$ cat src/rtl/matrix_operand_loader_pkg.sv
// loader_pkg: state encoding, sizing helpers and default operand geometry shared with the multiplier core.
package loader_pkg;
    localparam int DEF_DATA_W = 8;
    localparam int DEF_DIM = 3;
    typedef enum logic [1:0] {IDLE, LOAD_A, LOAD_B, FULL} state_t;
    function automatic int elems(input int dim);
        return dim * dim;
    endfunction
    function automatic int idx_w(input int dim);
        return $clog2(dim * dim);
    endfunction
endpackage

$ cat src/rtl/matrix_operand_loader_if.sv
// matrix_operand_loader_if: control, element stream and parallel operand bus of the loader.
interface matrix_operand_loader_if #(
    parameter int DATA_W = 8,
    parameter int DIM = 3
);
    logic enable;
    logic start;
    logic reuse_a;
    logic clear;
    logic [DATA_W-1:0] in_data;
    logic in_valid;
    logic in_ready;
    logic consume;
    logic [DIM*DIM*DATA_W-1:0] out_a;
    logic [DIM*DIM*DATA_W-1:0] out_b;
    logic a_valid;
    logic busy;
    logic done;
    modport slave (
        input enable, start, reuse_a, clear, in_data, in_valid, consume,
        output in_ready, out_a, out_b, a_valid, busy, done
    );
    modport master (
        output enable, start, reuse_a, clear, in_data, in_valid, consume,
        input in_ready, out_a, out_b, a_valid, busy, done
    );
endinterface

$ cat src/rtl/matrix_operand_loader_operand_bank.sv
// operand_bank: N x DATA_W register file with indexed write and a flattened row-major read port.
module operand_bank #(
    parameter int DATA_W = 8,
    parameter int N = 9,
    parameter int IW = 4
) (
    input  logic clk,
    input  logic reset,
    input  logic i_we,
    input  logic [IW-1:0] i_idx,
    input  logic [DATA_W-1:0] i_data,
    output logic [N*DATA_W-1:0] o_flat
);
    logic [DATA_W-1:0] r_mem [N];
    always_ff @(posedge clk or posedge reset) begin
        if (reset) begin
            for (int k = 0; k < N; k++) r_mem[k] <= '0;
        end else begin
            for (int k = 0; k < N; k++) if (i_we && i_idx == IW'(k)) r_mem[k] <= i_data;
        end
    end
    for (genvar g = 0; g < N; g++) begin : g_out
        assign o_flat[g*DATA_W +: DATA_W] = r_mem[g];
    end
endmodule

$ cat src/rtl/matrix_operand_loader.sv
// matrix_operand_loader: fills operand matrices A then B from a valid/ready element stream,
// optionally reusing A, and holds them with done until the core consumes them.
module matrix_operand_loader
    import loader_pkg::*;
#(
    parameter int DATA_W = DEF_DATA_W,
    parameter int DIM = DEF_DIM
) (
    input logic clk,
    input logic reset,
    matrix_operand_loader_if.slave bus
);
    localparam int N = elems(DIM);
    localparam int IW = idx_w(DIM);
    state_t r_state;
    logic [IW-1:0] r_idx;
    logic r_a_valid;
    logic r_done;
    logic w_busy;
    logic w_ready;
    logic w_beat;
    logic w_last;
    state_t w_load_state;
    assign w_busy = (r_state == LOAD_A) || (r_state == LOAD_B);
    assign w_ready = bus.enable && w_busy;
    assign w_beat = bus.in_valid && w_ready;
    assign w_last = r_idx == IW'(N - 1);
    // Reuse only when A is actually complete; otherwise fall back to a full load.
    assign w_load_state = (bus.reuse_a && r_a_valid) ? LOAD_B : LOAD_A;
    always_ff @(posedge clk or posedge reset) begin
        if (reset) begin
            r_state <= IDLE;
            r_idx <= '0;
            r_a_valid <= 1'b0;
            r_done <= 1'b0;
        end else if (bus.clear) begin
            r_state <= IDLE;
            r_idx <= '0;
            r_done <= 1'b0;
            if (r_state == LOAD_A) r_a_valid <= 1'b0;
        end else if (bus.enable) begin
            case (r_state)
                IDLE: if (bus.start) begin
                    r_state <= w_load_state;
                    r_idx <= '0;
                    r_a_valid <= r_a_valid && bus.reuse_a;
                end
                LOAD_A: if (w_beat) begin
                    r_state <= w_last ? LOAD_B : LOAD_A;
                    r_idx <= w_last ? '0 : r_idx + IW'(1);
                    r_a_valid <= w_last;
                end
                LOAD_B: if (w_beat) begin
                    r_state <= w_last ? FULL : LOAD_B;
                    r_idx <= w_last ? '0 : r_idx + IW'(1);
                    r_done <= w_last;
                end
                FULL: if (bus.consume) begin
                    r_state <= bus.start ? w_load_state : IDLE;
                    r_idx <= '0;
                    r_done <= 1'b0;
                    r_a_valid <= r_a_valid && (bus.reuse_a || !bus.start);
                end
                default: r_state <= IDLE;
            endcase
        end
    end
    assign bus.in_ready = w_ready;
    assign bus.busy = w_busy;
    assign bus.a_valid = r_a_valid;
    assign bus.done = r_done;
    operand_bank #(.DATA_W(DATA_W), .N(N), .IW(IW)) u_bank_a (
        .clk(clk),
        .reset(reset),
        .i_we(w_beat && !bus.clear && r_state == LOAD_A),
        .i_idx(r_idx),
        .i_data(bus.in_data),
        .o_flat(bus.out_a)
    );
    operand_bank #(.DATA_W(DATA_W), .N(N), .IW(IW)) u_bank_b (
        .clk(clk),
        .reset(reset),
        .i_we(w_beat && !bus.clear && r_state == LOAD_B),
        .i_idx(r_idx),
        .i_data(bus.in_data),
        .o_flat(bus.out_b)
    );
endmodule

$ cat src/flat_wrapper.sv
// flat-port wrapper written by rule: the top's interface ports become plain ports
module matrix_operand_loader_flat import loader_pkg::*;
#(
    parameter int DATA_W = DEF_DATA_W,
    parameter int DIM = DEF_DIM
)
  (clk, reset, bus_enable, bus_start, bus_reuse_a, bus_clear, bus_in_data, bus_in_valid, bus_consume, bus_in_ready, bus_out_a, bus_out_b, bus_a_valid, bus_busy, bus_done);
  matrix_operand_loader_if #(.DATA_W(DATA_W), .DIM(DIM)) bus_i ();
  input logic clk;
  input logic reset;
  input wire logic [$bits(bus_i.enable)-1:0] bus_enable;
  input wire logic [$bits(bus_i.start)-1:0] bus_start;
  input wire logic [$bits(bus_i.reuse_a)-1:0] bus_reuse_a;
  input wire logic [$bits(bus_i.clear)-1:0] bus_clear;
  input wire logic [$bits(bus_i.in_data)-1:0] bus_in_data;
  input wire logic [$bits(bus_i.in_valid)-1:0] bus_in_valid;
  input wire logic [$bits(bus_i.consume)-1:0] bus_consume;
  output wire logic [$bits(bus_i.in_ready)-1:0] bus_in_ready;
  output wire logic [$bits(bus_i.out_a)-1:0] bus_out_a;
  output wire logic [$bits(bus_i.out_b)-1:0] bus_out_b;
  output wire logic [$bits(bus_i.a_valid)-1:0] bus_a_valid;
  output wire logic [$bits(bus_i.busy)-1:0] bus_busy;
  output wire logic [$bits(bus_i.done)-1:0] bus_done;
  assign bus_i.enable = bus_enable;
  assign bus_i.start = bus_start;
  assign bus_i.reuse_a = bus_reuse_a;
  assign bus_i.clear = bus_clear;
  assign bus_i.in_data = bus_in_data;
  assign bus_i.in_valid = bus_in_valid;
  assign bus_i.consume = bus_consume;
  assign bus_in_ready = bus_i.in_ready;
  assign bus_out_a = bus_i.out_a;
  assign bus_out_b = bus_i.out_b;
  assign bus_a_valid = bus_i.a_valid;
  assign bus_busy = bus_i.busy;
  assign bus_done = bus_i.done;
  matrix_operand_loader #(.DATA_W(DATA_W), .DIM(DIM)) u_core (.clk(clk), .reset(reset), .bus(bus_i));
endmodule
$ cat config.mk
export PLATFORM = sky130hd
export DESIGN_NAME = matrix_operand_loader_flat
export DESIGN_NICKNAME = d
export VERILOG_FILES = /design/src/rtl/matrix_operand_loader_pkg.sv /design/src/rtl/matrix_operand_loader_if.sv /design/src/rtl/matrix_operand_loader_operand_bank.sv /design/src/rtl/matrix_operand_loader.sv /design/src/flat_wrapper.sv
export SDC_FILE = /design/constraint.sdc
export NUM_CORES = 1
export LEC_CHECK = 0
export CAP_MARGIN = 20
export CORE_MARGIN = 8
export CORE_UTILIZATION = 40
export CTS_CLUSTER_SIZE = 24
export DETAILED_ROUTE_END_ITERATION = 8
export PLACE_DENSITY = 0.74
export SETUP_SLACK_MARGIN = 0.02
export SKIP_CTS_REPAIR_TIMING = 1
export SYNTH_ARGS = -nofsm -noshare
export SYNTH_HDL_FRONTEND = slang
export SYNTH_SLANG_ARGS = --single-unit
export TNS_END_PERCENT = 50
$ cat constraint.sdc
create_clock -name clk -period 5.6 [get_ports clk]
set_clock_uncertainty 0.05 [all_clocks]
set_input_delay 1.12 -clock clk [delete_from_list [all_inputs] [get_ports clk]]
set_output_delay 1.12 -clock clk [all_outputs]
set_load 0.03 [all_outputs]
; Word-level counts from Yosys, hierarchy flattened
; Index checks and enable logic that the tools add are counted.
[word_totals]
reg_bits = 152
input_bits = 16
out_inout_bits = 148
[classes]
n_addsub = 1
n_eq_ne = 17
mux = 29
reduce_logical = 39
[ops]
columns = operator, n
row1 = $logic_and 1x1->1, 25
row2 = $mux 4, 6
row3 = $mux 2, 9
row4 = $eq 4x3->1 const B, 4
row5 = $pmux 4 s3, 1
row6 = $mux 1, 10
row7 = $eq 4x2->1 const B, 2
row8 = $pmux 2 s4, 1
row9 = $reduce_and 4->1, 2
row10 = $ne 3x2->1 const B, 2
row11 = $ne 3x3->1 const B, 2
row12 = $reduce_and 6->1, 1
row13 = $reduce_bool 3->1, 2
row14 = $reduce_and 5->1, 1
row15 = $add 4x1->4 const B, 1
row16 = $eq 2x2->1 const B, 2
row17 = $eq 4x1->1 const B, 1
row18 = $eq 4x4->1 const B, 1
row19 = $logic_not 4->1, 1
row20 = $ne 3x1->1 const B, 1
row21 = $pmux 1 s3, 1
row22 = $eq 2x1->1 const B, 1
row23 = $logic_not 1->1, 2
row24 = $logic_not 2->1, 1
row25 = other kinds (5), 6

; Logic depth before layout (Yosys ltp)
; Gate-level depths: netlist of run 1.
[logic_depth]
word_depth = 8
ltp_mapped = 8

; Modules after synthesis
; From an unflattened synthesis of run 1, not the netlist that was laid out.
[hier_totals]
hier_cells = 404
hier_area_um2 = 6282.3
[by_module_without_submodules]
columns = module, n_inst, cells_per_inst, area_per_inst_um2
row1 = operand_bank, 2, 160, 2776.4
row2 = matrix_operand_loader, 1, 84, 729.4

; Least setup slack after synthesis of run 1
; OpenSTA, ideal clock, no wires.
[synth_timing]
path_kind = input-to-output
from = input bus_enable
to = output bus_in_ready
arrival_time_ps = 1607
required_ps = 4430
slack_ps = 2823
cell_stages = 2
n_path_buf = 1
cell_sequence = buf_2 and2_1
[synth_via]
elab_chain_cells = 1
[synth_rtl]
columns = element, line_no
row1 = "start, declared", flat_wrapper.sv:11  ; input wire logic [$bits(bus_i.enable)-1:0] bus_enable;
row2 = $logic_and 1x1->1, matrix_operand_loader.sv:25  ; assign w_ready = bus.enable && w_busy;
row3 = "end, declared", flat_wrapper.sv:18  ; output wire logic [$bits(bus_i.in_ready)-1:0] bus_in_ready;
; No other way between the ends.

; Worst setup path after layout of run 1
; Ends and elaborated chain as after synthesis.

==> results.txt, run 1 <==
Synth Area in Simple Gates -> 5.54%
die area -> 19700 um2
max-slew violations -> 0
# diodes -> 0
Synth Warn # -> 0
Hold Path Cell Cnt -> 1
worst skew pair latency -> 0.41 ns
drt pass-1 iters -> 4
Die W -> 140 um
clk sinks -> 152
Synth Area in XOR/XNOR -> 0%
FF-to-FF Start -> u_core.r_state[0]$_DFFE_PP0P_
Arr. time, crit path -> 2.67 ns
flop2flop setup slack -> 3.07 ns
worst hold path class -> flop to flop
post-place setup slack -> 1.77 ns
Worst IR Drop VDD -> 0.191 mV
max cap viols -> 0
most frequent CP cell -> clkdlybuf4s50_1
RSZ-0062 raised after global routing -> false
ys flop type -> dfrtp_1
num ports -> 164
Worst path max stage delay -> 0.71 ns
gpl congestion -> 0.797
total gr overflow -> 0
row count -> 45
Hold EP -> u_core.u_bank_a.o_flat[27]$_DFFE_PP0P_
setup ws final -> 1.76 ns
CTS Buf Count -> 17
Clock power frac -> 41.8%
CTS H-Tree Depth -> 4
Fmax achieved -> 0.260 GHz
Seq/Total Area, Yosys -> 61.4%
combinational power share -> 16.3%
Switch Pwr -> 739 uW
Fin Setup TNS -> 0 ns
Setup Viol. Count Final -> 0
vias in the first global route -> 4461
First DRT Iteration DRCs -> 182
Int Power -> 2100 uW
synthesis-stage register bit count -> 152
CP Launch Type -> input pin
Hold Startpoint -> u_core.u_bank_a.o_flat[27]$_DFFE_PP0P_
Sequential Power Share -> 41.9%
Post-DRT Antenna Nets -> 0
Starting Density -> 40.9%
via-per-instance ratio -> 5.24
largest net degree at the start of global routing -> 115
r2r worst-path depth -> 6
CP Data Required Time -> 4.43 ns
max_slew headroom -> 35.6%
initial antenna violation count -> 0
Post-synth EDFFs -> 0
CTS Buffer Depth -> 2
crit-path cells -> clkdlybuf4s50_1 -> and2_1 -> clkdlybuf4s50_1
Lkg Pwr -> 0.00418 uW
count of buffer and inverter cells on the critical path -> 2
clock-pin slew on the worst setup and hold paths -> 0.06 ns
Syn Inst Count -> 403
Area Overhead vs Synth -> 39.5%
adder-cell share of the synthesized area -> 1.82%
critical path peak fanout -> 10
DRC -> 0
vias -> 4030
Yosys cell types -> 42
Slew @ Worst Pin -> 0.963 ns
slowest CP cell -> clkdlybuf4s50_1
first-pass GRT wire length -> 26200 um
gr usage total -> 17.4%
post-DP HPWL -> 11600 um
mux share of post-synthesis cell area -> 26.9%
Final #Nets -> 595
Hold Fails Final Rpt -> 0
layout cells sized above 1 -> 32.4%
Synth Area in Compound Gates -> 2.65%
syn_nets -> 428
Tot Pwr -> 2840 uW
largest family of logic cells by synthesized area -> multiplexers
Period minus WS final -> 3.84 ns
Routed WL -> 16700 um
period utilisation layout -> 68.6%
Net Sw Frac -> 26.0%
Worst path top cell family by delay -> buffers and inverters
CTS Root Cell -> clkbuf_16
Avg Cell Area, Syn -> 15.4 um2
ys async rst share -> 100%
CP endpoint kind -> primary output
drt wl/cell -> 21.8 um
CTS tree -> built
FF-to-FF End -> u_core.u_bank_a.o_flat[22]$_DFFE_PP0P_
outcome -> finished, final reports clean
core area -> 15100 um2
cell area after synthesis -> 6190 um2
critical path type -> input pin to primary output
PortBufs -> 163
Power Dens Cells -> 329 nW/um2
Die Y -> 140 um
metrics by stage:
stage | hold slack, ns | cells | instance area [um2] | util, %
finish | 0.454 | 769 | 8630 | 57.0
floorplan | 0.516 | 403 | 6190 | -
detailed placement | 0.442 | 738 | 8000 | 52.8
global route | 0.468 | 769 | 8630 | 57.0
global placement | 0.429 | 738 | 8000 | 52.8
CTS | 0.455 | 768 | 8610 | 56.8
registers in the layout (all words and copies together), names as in the netlist:
name	count
u_core.r_idx	4
u_core.u_bank_a.o_flat	72
u_core.bus.done	1
u_core.u_bank_b.o_flat	72
u_core.bus.a_valid	1
u_core.r_state	2
cell families (layout without fill, tap and decap cells):
group | Yosys count | count (layout)
multiplexers | 148 | 148
flip-flops | 152 | 152
AO/OA/AOI/OAI | 23 | 23
buffers and inverters | 25 | 203
adder cells (fa/ha/maj) | 9 | 9
AND/OR/NAND/NOR | 46 | 46
power by group through the flow:
stage | logic (uW) | clock network, uW | registers (uW)
global placement | 451 | 0 | 1210
finish | 462 | 1190 | 1190
global route | 495 | 1250 | 1200
floorplan | 178 | 0 | 1300
detailed placement | 463 | 0 | 1210
CTS | 465 | 1210 | 1190
Yosys cell counts (3+ instances only):
cell	instances	area [um2]
and4b_1	3	30.0
nand2_4	4	45.0
mux2_1	4	45.0
nand2_1	6	22.5
nand2b_1	5	31.3
ha_1	9	113
a21oi_1	4	20.0
clkbuf_1	14	52.6
dfrtp_1	152	3800
mux2_2	142	1600
nand2_2	8	50.1
inv_1	8	30.0
a31oi_1	3	18.8
nor2_1	5	18.8
routing by layer:
layer,share of wire (%),up-vias,track usage (%)
met4,1.4,0,5.60
li1,-,1778,-
met5,0,-,0
met2,51,127,30.5
met3,8.0,17,7.10
met1,40,2108,18.7
layout make-up:
cell class,count,area (um2)
inverters,8,35.0
flip-flops and latches,152,3800
multi-input cells,226,2280
fillers,1201,6510
clock inverters,8,146
repair buffers,165,1670
well taps,188,235
clock buffers,22,464
worst max path at each step:
stage / slack, ns / depth (start not counted) / start / endpoint
global route: 1.72 / 3 / bus_enable / bus_in_ready
detailed placement: 1.77 / 3 / bus_enable / bus_in_ready
CTS: 1.76 / 3 / bus_enable / bus_in_ready
finish: 1.76 / 3 / bus_enable / bus_in_ready
global placement: 1.78 / 3 / bus_enable / bus_in_ready
floorplan: 0.34 / 1 / reset / u_core.bus.a_valid$_DFFE_PP0P_
cells in the final DEF (no fill, tap or decap), types with 3 or more instances in the layout:
cell / count
mux2_1: 4
clkdlybuf4s50_1: 163
and4b_1: 3
a31oi_1: 3
nand2_2: 8
nand2b_1: 5
nand2_4: 4
inv_1: 7
mux2_2: 142
a21oi_1: 4
clkbuf_1: 3
nor2_1: 5
dfrtp_1: 152
ha_1: 9
nand2_1: 6
bufinv_16: 4
clkbuf_16: 17
(Power assumes the default switching activity.)
==> inputs of run 2 (changes only) <==
--- a/config.mk
+++ b/config.mk
@@ -10,7 +10,7 @@
 export CORE_UTILIZATION = 40
 export CTS_CLUSTER_SIZE = 24
 export DETAILED_ROUTE_END_ITERATION = 8
-export PLACE_DENSITY = 0.74
+export PLACE_DENSITY = 0.77
 export SETUP_SLACK_MARGIN = 0.02
 export SKIP_CTS_REPAIR_TIMING = 1
 export SYNTH_ARGS = -nofsm -noshare
==> constraint.sdc (replaced) <==
create_clock -name clk -period 3.3 [get_ports clk]
set_clock_uncertainty 0.05 [all_clocks]
set_input_delay 0.66 -clock clk [delete_from_list [all_inputs] [get_ports clk]]
set_output_delay 0.66 -clock clk [all_outputs]
set_load 0.03 [all_outputs]
==> run 2 against run 1 <==
  * Critical endpoint unchanged
  * Setup slack lost 1.4 ns
  * Combinational power grew 71%
  * Sequential share of layout area increased by 0.18 points
  * Hold slack got worse by 0.0077 ns
  * Final area decreased by 0.41%
  * Critical path type unchanged
  * Total power grew 65%
  * Critical path depth unchanged
  * Final cell count is 0.26% higher
  * Sequential power rose by 70%
  * Sequential cell count did not move
  * Largest cell class unchanged
==> results.txt, run 2 (synthesized netlist as in run 1, its figures left out) <==
r2r worst-path depth -> 6 (unchanged)
drt pass-1 iters -> 4 (unchanged)
Worst IR Drop VDD -> 0.347 mV (+82%)
CTS Buffer Depth -> 2 (unchanged)
layout cells sized above 1 -> 33.1% (+0.75 points)
Sequential Power Share -> 43.0% (+1.1 points)
Power Dens Cells -> 546 nW/um2 (+66%)
RSZ-0062 raised after global routing -> false
clock-pin slew on the worst setup and hold paths -> 0.06 ns (about the same)
CTS tree -> built
# diodes -> 0 (unchanged)
die area -> 19700 um2 (unchanged)
Net Sw Frac -> 28.0% (+2.0 points)
period utilisation layout -> 88.1%
max_slew headroom -> 41.0% (+5.4 points)
CTS H-Tree Depth -> 4 (unchanged)
critical path peak fanout -> 10 (unchanged)
Slew @ Worst Pin -> 0.883 ns (-0.0801 ns)
num ports -> 164 (unchanged)
total gr overflow -> 0 (unchanged)
CP Data Required Time -> 2.59 ns (-1.84 ns)
outcome -> finished, final reports clean
Arr. time, crit path -> 2.20 ns (-0.47 ns)
placed insts -> 739 (+0.14%)
via-per-instance ratio -> 5.22 (-0.46%)
Switch Pwr -> 1310 uW (+78%)
commonest non-fill, non-tap cells in the layout -> clkdlybuf4s50_1, dfrtp_1, mux2_2
Fmax achieved -> 0.344 GHz
Die Y -> 140 um (unchanged)
drt wl/cell -> 21.2 um (-2.8%)
vias -> 4022 (-0.20%)
Starting Density -> 40.9% (unchanged)
critical path type -> input pin to primary output
final core utilization -> 56.8% (-0.23 points)
First DRT Iteration DRCs -> 169 (-7.1%)
initial antenna violation count -> 0 (unchanged)
max-slew violations -> 0 (unchanged)
combinational power share -> 16.8% (+0.5 points)
Fin Setup TNS -> 0 ns (unchanged)
CTS Buf Count -> 17 (unchanged)
first-pass GRT wire length -> 25300 um (-3.5%)
worst skew pair latency -> 0.42 ns (about the same)
DRC -> 0 (unchanged)
max cap viols -> 0 (unchanged)
most common cell after layout, fill and taps aside -> clkdlybuf4s50_1
Period minus WS final -> 2.91 ns
Int Power -> 3380 uW (+61%)
CTS Root Cell -> clkbuf_16
vias in the first global route -> 4327 (-3.0%)
Clock power frac -> 40.2% (-1.6 points)
clk sinks -> 152 (unchanged)
setup ws final -> 0.391 ns (-1.37 ns)
PortBufs -> 163 (unchanged)
largest net degree at the start of global routing -> 153 (+33%)
post-place setup slack -> 0.378 ns (-1.39 ns)
Final #Nets -> 595 (unchanged)
Fin Hold WS -> 0.447 ns (-0.00769 ns)
CP endpoint kind -> primary output
worst hold path class -> flop to flop
gr usage total -> 16.8% (-0.57 points)
Routed WL -> 16300 um (-2.5%)
row count -> 45 (unchanged)
core area -> 15100 um2 (unchanged)
FILL cells -> 1214 (+1.1%)
Setup Viol. Count Final -> 0 (unchanged)
Hold Path Cell Cnt -> 1 (unchanged)
Die W -> 140 um (unchanged)
Hold Fails Final Rpt -> 0 (unchanged)
Post-DRT Antenna Nets -> 0 (unchanged)
final std cells w/o fill -> 771 (+0.26%)
CP Launch Type -> input pin
Area Overhead vs Synth -> 38.9%
gpl congestion -> 0.827 (+3.8%)
post-DP HPWL -> 11400 um (-1.8%)
Lkg Pwr -> 0.00415 uW (-0.67%)
run 2: cell types whose count changed in the layout (fill, tap and decap cells not counted), sizes merged:
| cell | before | now |
|---|---|---|
| clkinvlp | 1 | 5 |
| bufinv | 4 | 1 |
| clkinv | 3 | 4 |
| inv | 8 | 10 |
| clkbuf | 22 | 20 |
run 2: routing by layer:
metal / up-vias / share of wire [%] / GRT usage, % / routed length [um]
li1: 1781 / - / - / -
met1: 2088 / 41 / 19.8 / 6760
met2: 125 / 49 / 27.3 / 7930
met3: 28 / 8.1 / 6.25 / 1330
met4: 0 / 1.8 / 6.74 / 298
met5: - / 0 / 0 / 0
run 2: worst paths after layout:
check,start,to,slack [ns]
min,u_core.u_bank_a.o_flat[5]$_DFFE_PP0P_,u_core.u_bank_a.o_flat[5]$_DFFE_PP0P_,0.45
max,bus_enable,bus_in_ready,0.39
max in group asynchronous,reset,u_core.u_bank_a.o_flat[8]$_DFFE_PP0P_,1.84
max reg2reg,u_core.r_state[0]$_DFFE_PP0P_,u_core.u_bank_a.o_flat[1]$_DFFE_PP0P_,0.83
min in group asynchronous,reset,u_core.r_state[0]$_DFFE_PP0P_,0.81
min reg2reg,u_core.u_bank_a.o_flat[5]$_DFFE_PP0P_,u_core.u_bank_a.o_flat[5]$_DFFE_PP0P_,0.45
run 2: area by class of cell:
| type | instances | area, um2 | area share (%) |
|---|---|---|---|
| clock buffers | 20 | 467 | 5.43 |
| clock inverters | 12 | 118 | 1.37 |
| inverters | 8 | 33.8 | 0.393 |
| multi-input cells | 226 | 2280 | 26.6 |
| flip-flops and latches | 152 | 3800 | 44.2 |
| well taps | 188 | 235 | 2.74 |
| repair buffers | 165 | 1660 | 19.3 |
run 2: power groups by stage:
stage	combinational, uW	clock [uW]	sequential (uW)
global route	838	2020	2030
detailed placement	796	0	2050
floorplan	303	0	2210
finish	789	1890	2020
CTS	797	1930	2020
global placement	776	0	2050
run 2: worst max-delay path, stage by stage:
cell and delay (ns):
clkdlybuf4s50_1 0.69, and2_1 0.18, clkdlybuf4s50_1 0.67
run 2: per-stage QoR:
step	area [um2]	total power, uW
final	8600	4690
after global routing	8600	4880
after detailed placement	8020	2850
after floorplan	6190	2510
after global placement	8020	2820
after CTS	8600	4750
==> inputs of run 3 (changes only) <==
--- a/config.mk
+++ b/config.mk
@@ -5,12 +5,13 @@
 export SDC_FILE = /design/constraint.sdc
 export NUM_CORES = 1
 export LEC_CHECK = 0
+export ABC_AREA = 1
 export CAP_MARGIN = 20
 export CORE_MARGIN = 8
 export CORE_UTILIZATION = 40
 export CTS_CLUSTER_SIZE = 24
 export DETAILED_ROUTE_END_ITERATION = 8
-export PLACE_DENSITY = 0.77
+export PLACE_DENSITY_LB_ADDON = 0.15
 export SETUP_SLACK_MARGIN = 0.02
 export SKIP_CTS_REPAIR_TIMING = 1
 export SYNTH_ARGS = -nofsm -noshare
==> run 3 against run 2 <==
  * Sequential share of layout area up 1.8 points
  * First-iteration DRC count up 88%
  * Final area fell by 3.9%
  * Clock-buffer cell count down 1
  * Sequential power about the same
  * Setup slack gained 0.13 ns
  * Highest routed layer unchanged
==> results.txt, run 3 <==
first-pass GRT wire length -> 27600 um (+9.1%)
post-DP HPWL -> 11900 um (+4.6%)
Sequential Power Share -> 42.8% (-0.2 points)
combinational power share -> 16.0% (-0.8 points)
slowest CP cell -> clkdlybuf4s50_1
outcome -> finished, final reports clean
count of buffer and inverter cells on the critical path -> 3 (+1)
period utilisation layout -> 84.2% (-4.0 points)
FF-to-FF End -> u_core.u_bank_b.o_flat[58]$_DFFE_PP0P_
Worst path top cell family by delay -> buffers and inverters
row count -> 45 (unchanged)
DP Area -> 7670 um2 (-4.3%)
gr usage total -> 18.1% (+1.3 points)
synthesis-stage register bit count -> 152 (unchanged)
Slew @ Worst Pin -> 0.811 ns (-0.0714 ns)
Seq/Total Area, Yosys -> 63.3% (+1.9 points)
gpl congestion -> 0.841 (+1.7%)
critical path type -> flop to primary output
vias -> 4855 (+21%)
max cap viols -> 0 (unchanged)
initial antenna violation count -> 0 (unchanged)
max-slew violations -> 0 (unchanged)
RSZ-0062 raised after global routing -> false
Yosys cell types -> 18 (-57%)
PortBufs -> 163 (unchanged)
share of the synthesized area in the top cell type -> 63.3% (+1.9 points)
cell area after synthesis -> 6010 um2 (-2.9%)
Final #Nets -> 797 (+34%)
DRC -> 0 (unchanged)
final std cells w/o fill -> 973 (+26%)
Starting Density -> 40.3% (-0.60 points)
r2r worst-path depth -> 7 (+1)
Area Overhead vs Synth -> 37.5%
Worst path max stage delay -> 0.66 ns (-0.03 ns)
vias in the first global route -> 4879 (+13%)
worst skew pair latency -> 0.41 ns (about the same)
Avg Cell Area, Syn -> 9.77 um2 (-36%)
Hold Startpoint -> u_core.u_bank_a.o_flat[16]$_DFFE_PP0P_
FF-to-FF Start -> u_core.r_state[1]$_DFFE_PP0P_
First DRT Iteration DRCs -> 317 (+88%)
Arr. time, crit path -> 2.07 ns (-0.13 ns)
CP Launch Type -> flop
placed insts -> 941 (+27%)
CP Depth -> 5 (+2)
Post-DRT Antenna Nets -> 0 (unchanged)
# diodes -> 0 (unchanged)
CTS tree -> built
Clock power frac -> 41.2% (+1.0 points)
Setup Viol. Count Final -> 0 (unchanged)
ys async rst share -> 100% (unchanged)
Synth Warn # -> 0 (unchanged)
dominant cell type by area after synthesis -> dfrtp_1
Die Y -> 139 um (-1.3%)
largest net degree at the start of global routing -> 89 (-42%)
clk sinks -> 152 (unchanged)
Syn Inst Count -> 615 (+53%)
CP endpoint kind -> primary output
Power Dens Cells -> 572 nW/um2 (+4.7%)
layout cells sized above 1 -> 4.84% (-28 points)
drt pass-1 iters -> 5 (+1)
Fin Setup TNS -> 0 ns (unchanged)
most frequent cell after synthesis -> nand2_1
Int Power -> 3380 uW (-0.14%)
most common cell after layout, fill and taps aside -> nand2_1
CP Capture Point -> bus_in_ready
max_slew headroom -> 45.8% (+4.9 points)
Period minus WS final -> 2.78 ns (-0.132 ns)
via-per-instance ratio -> 4.99 (-4.3%)
Net Sw Frac -> 28.5% (+0.58 points)
CTS Buf Count -> 17 (unchanged)
Die W -> 139 um (-1.3%)
CTS H-Tree Depth -> 4 (unchanged)
Post-synth EDFFs -> 0 (unchanged)
Routed WL -> 17300 um (+6.3%)
worst hold path class -> flop to flop
CTS Root Cell -> clkbuf_16
die area -> 19200 um2 (-2.6%)
ys flop type -> dfrtp_1
Switch Pwr -> 1350 uW (+2.8%)
Synth area leaders -> dfrtp_1, nand2_1, o21ai_0
CTS Buffer Depth -> 2 (unchanged)
Lkg Pwr -> 0.00373 uW (-10%)
commonest non-fill, non-tap cells in the layout -> nand2_1, clkdlybuf4s50_1, dfrtp_1
most frequent CP cell -> inv_1
post-route cell area -> 8270 um2 (-3.9%)
drt wl/cell -> 17.8 um (-16%)
total gr overflow -> 0 (unchanged)
core area -> 14900 um2 (-1.5%)
flop2flop setup slack -> 0.78 ns (-0.05 ns)
synth cell count leaders -> nand2_1, dfrtp_1, o21ai_0, inv_1, nor2_1
clock-pin slew on the worst setup and hold paths -> 0.06 ns (about the same)
syn_nets -> 640 (+50%)
crit-path cells -> inv_1 -> ha_1 -> nand2_1 -> inv_1 -> clkdlybuf4s50_1
Worst IR Drop VDD -> 0.306 mV (-12%)
CP Data Required Time -> 2.59 ns (about the same)
Hold Fails Final Rpt -> 0 (unchanged)
FILL cells -> 1312 (+8.1%)
critical path peak fanout -> 5 (-5)
num ports -> 164 (unchanged)
CP startpoint -> u_core.r_state[1]$_DFFE_PP0P_
Fmax achieved -> 0.360 GHz (+4.7%)
run 3: how the worst min path moves through the flow:
stage / to / depth (start not counted)
after floorplan: u_core.r_state[0]$_DFFE_PP0P_ / 2
after global placement: u_core.u_bank_b.o_flat[47]$_DFFE_PP0P_ / 2
after detailed placement: u_core.u_bank_a.o_flat[16]$_DFFE_PP0P_ / 2
after CTS: u_core.u_bank_a.o_flat[16]$_DFFE_PP0P_ / 2
after global routing: u_core.u_bank_a.o_flat[35]$_DFFE_PP0P_ / 2
final: u_core.u_bank_a.o_flat[16]$_DFFE_PP0P_ / 2
run 3: through the flow:
stage          setup slack (ns)  power, uW  hold WS (ns)  util (%)
6_report                  0.523       4720         0.435      55.4
5_1_grt                   0.428       4930         0.462      55.4
4_1_cts                   0.504       4770         0.437      55.4
3_5_place_dp              0.500       2820         0.422      51.4
3_3_place_gp              0.427       2810         0.416      51.4
2_1_floorplan             0.673       2500         0.451         -
run 3: kinds of logic after synthesis:
kind of cell / Yosys count / synth area share [%]
simple gates: 244 / 16.2
flops: 152 / 63.3
compound gates: 151 / 12.6
buf+inv: 58 / 5.89
fa+ha+maj: 9 / 1.87
xor+xnor: 1 / 0.146
run 3: routing by layer:
layer	GRT usage (%)	wire length (um)
met1	22.6	7650
met2	28.2	8000
met3	7.40	1500
met4	5.55	191
met5	0	0
run 3: power by group through the flow:
| stage | Sequential [uW] | Combinational [uW] | Clock (uW) |
|---|---|---|---|
| finish | 2020 | 757 | 1950 |
| global route | 2030 | 831 | 2060 |
| CTS | 2020 | 768 | 1980 |
| detailed placement | 2060 | 765 | 0 |
| global placement | 2050 | 756 | 0 |
| floorplan | 2190 | 310 | 0 |
run 3: cell type report:
class | count | area, um2 | share of cell area, %
tap | 188 | 235 | 2.85
clock inverter | 13 | 143 | 1.73
sequential | 152 | 3800 | 46.0
timing repair buffer | 165 | 1660 | 20.1
clock buffer | 19 | 453 | 5.48
multi-input combinational | 405 | 1850 | 22.4
inverter | 31 | 120 | 1.45
run 3: worst reg2reg max path, delay by kind of cell, from the launching register on:
kind | cells | cell delay [ns]
AOI/OAI and AO/OA | 1 | 0.11
adders and majority gates | 1 | 0.38
buffers and inverters | 1 | 0.09
DFF | 1 | 0.41
and+or+nand+nor | 4 | 1.33
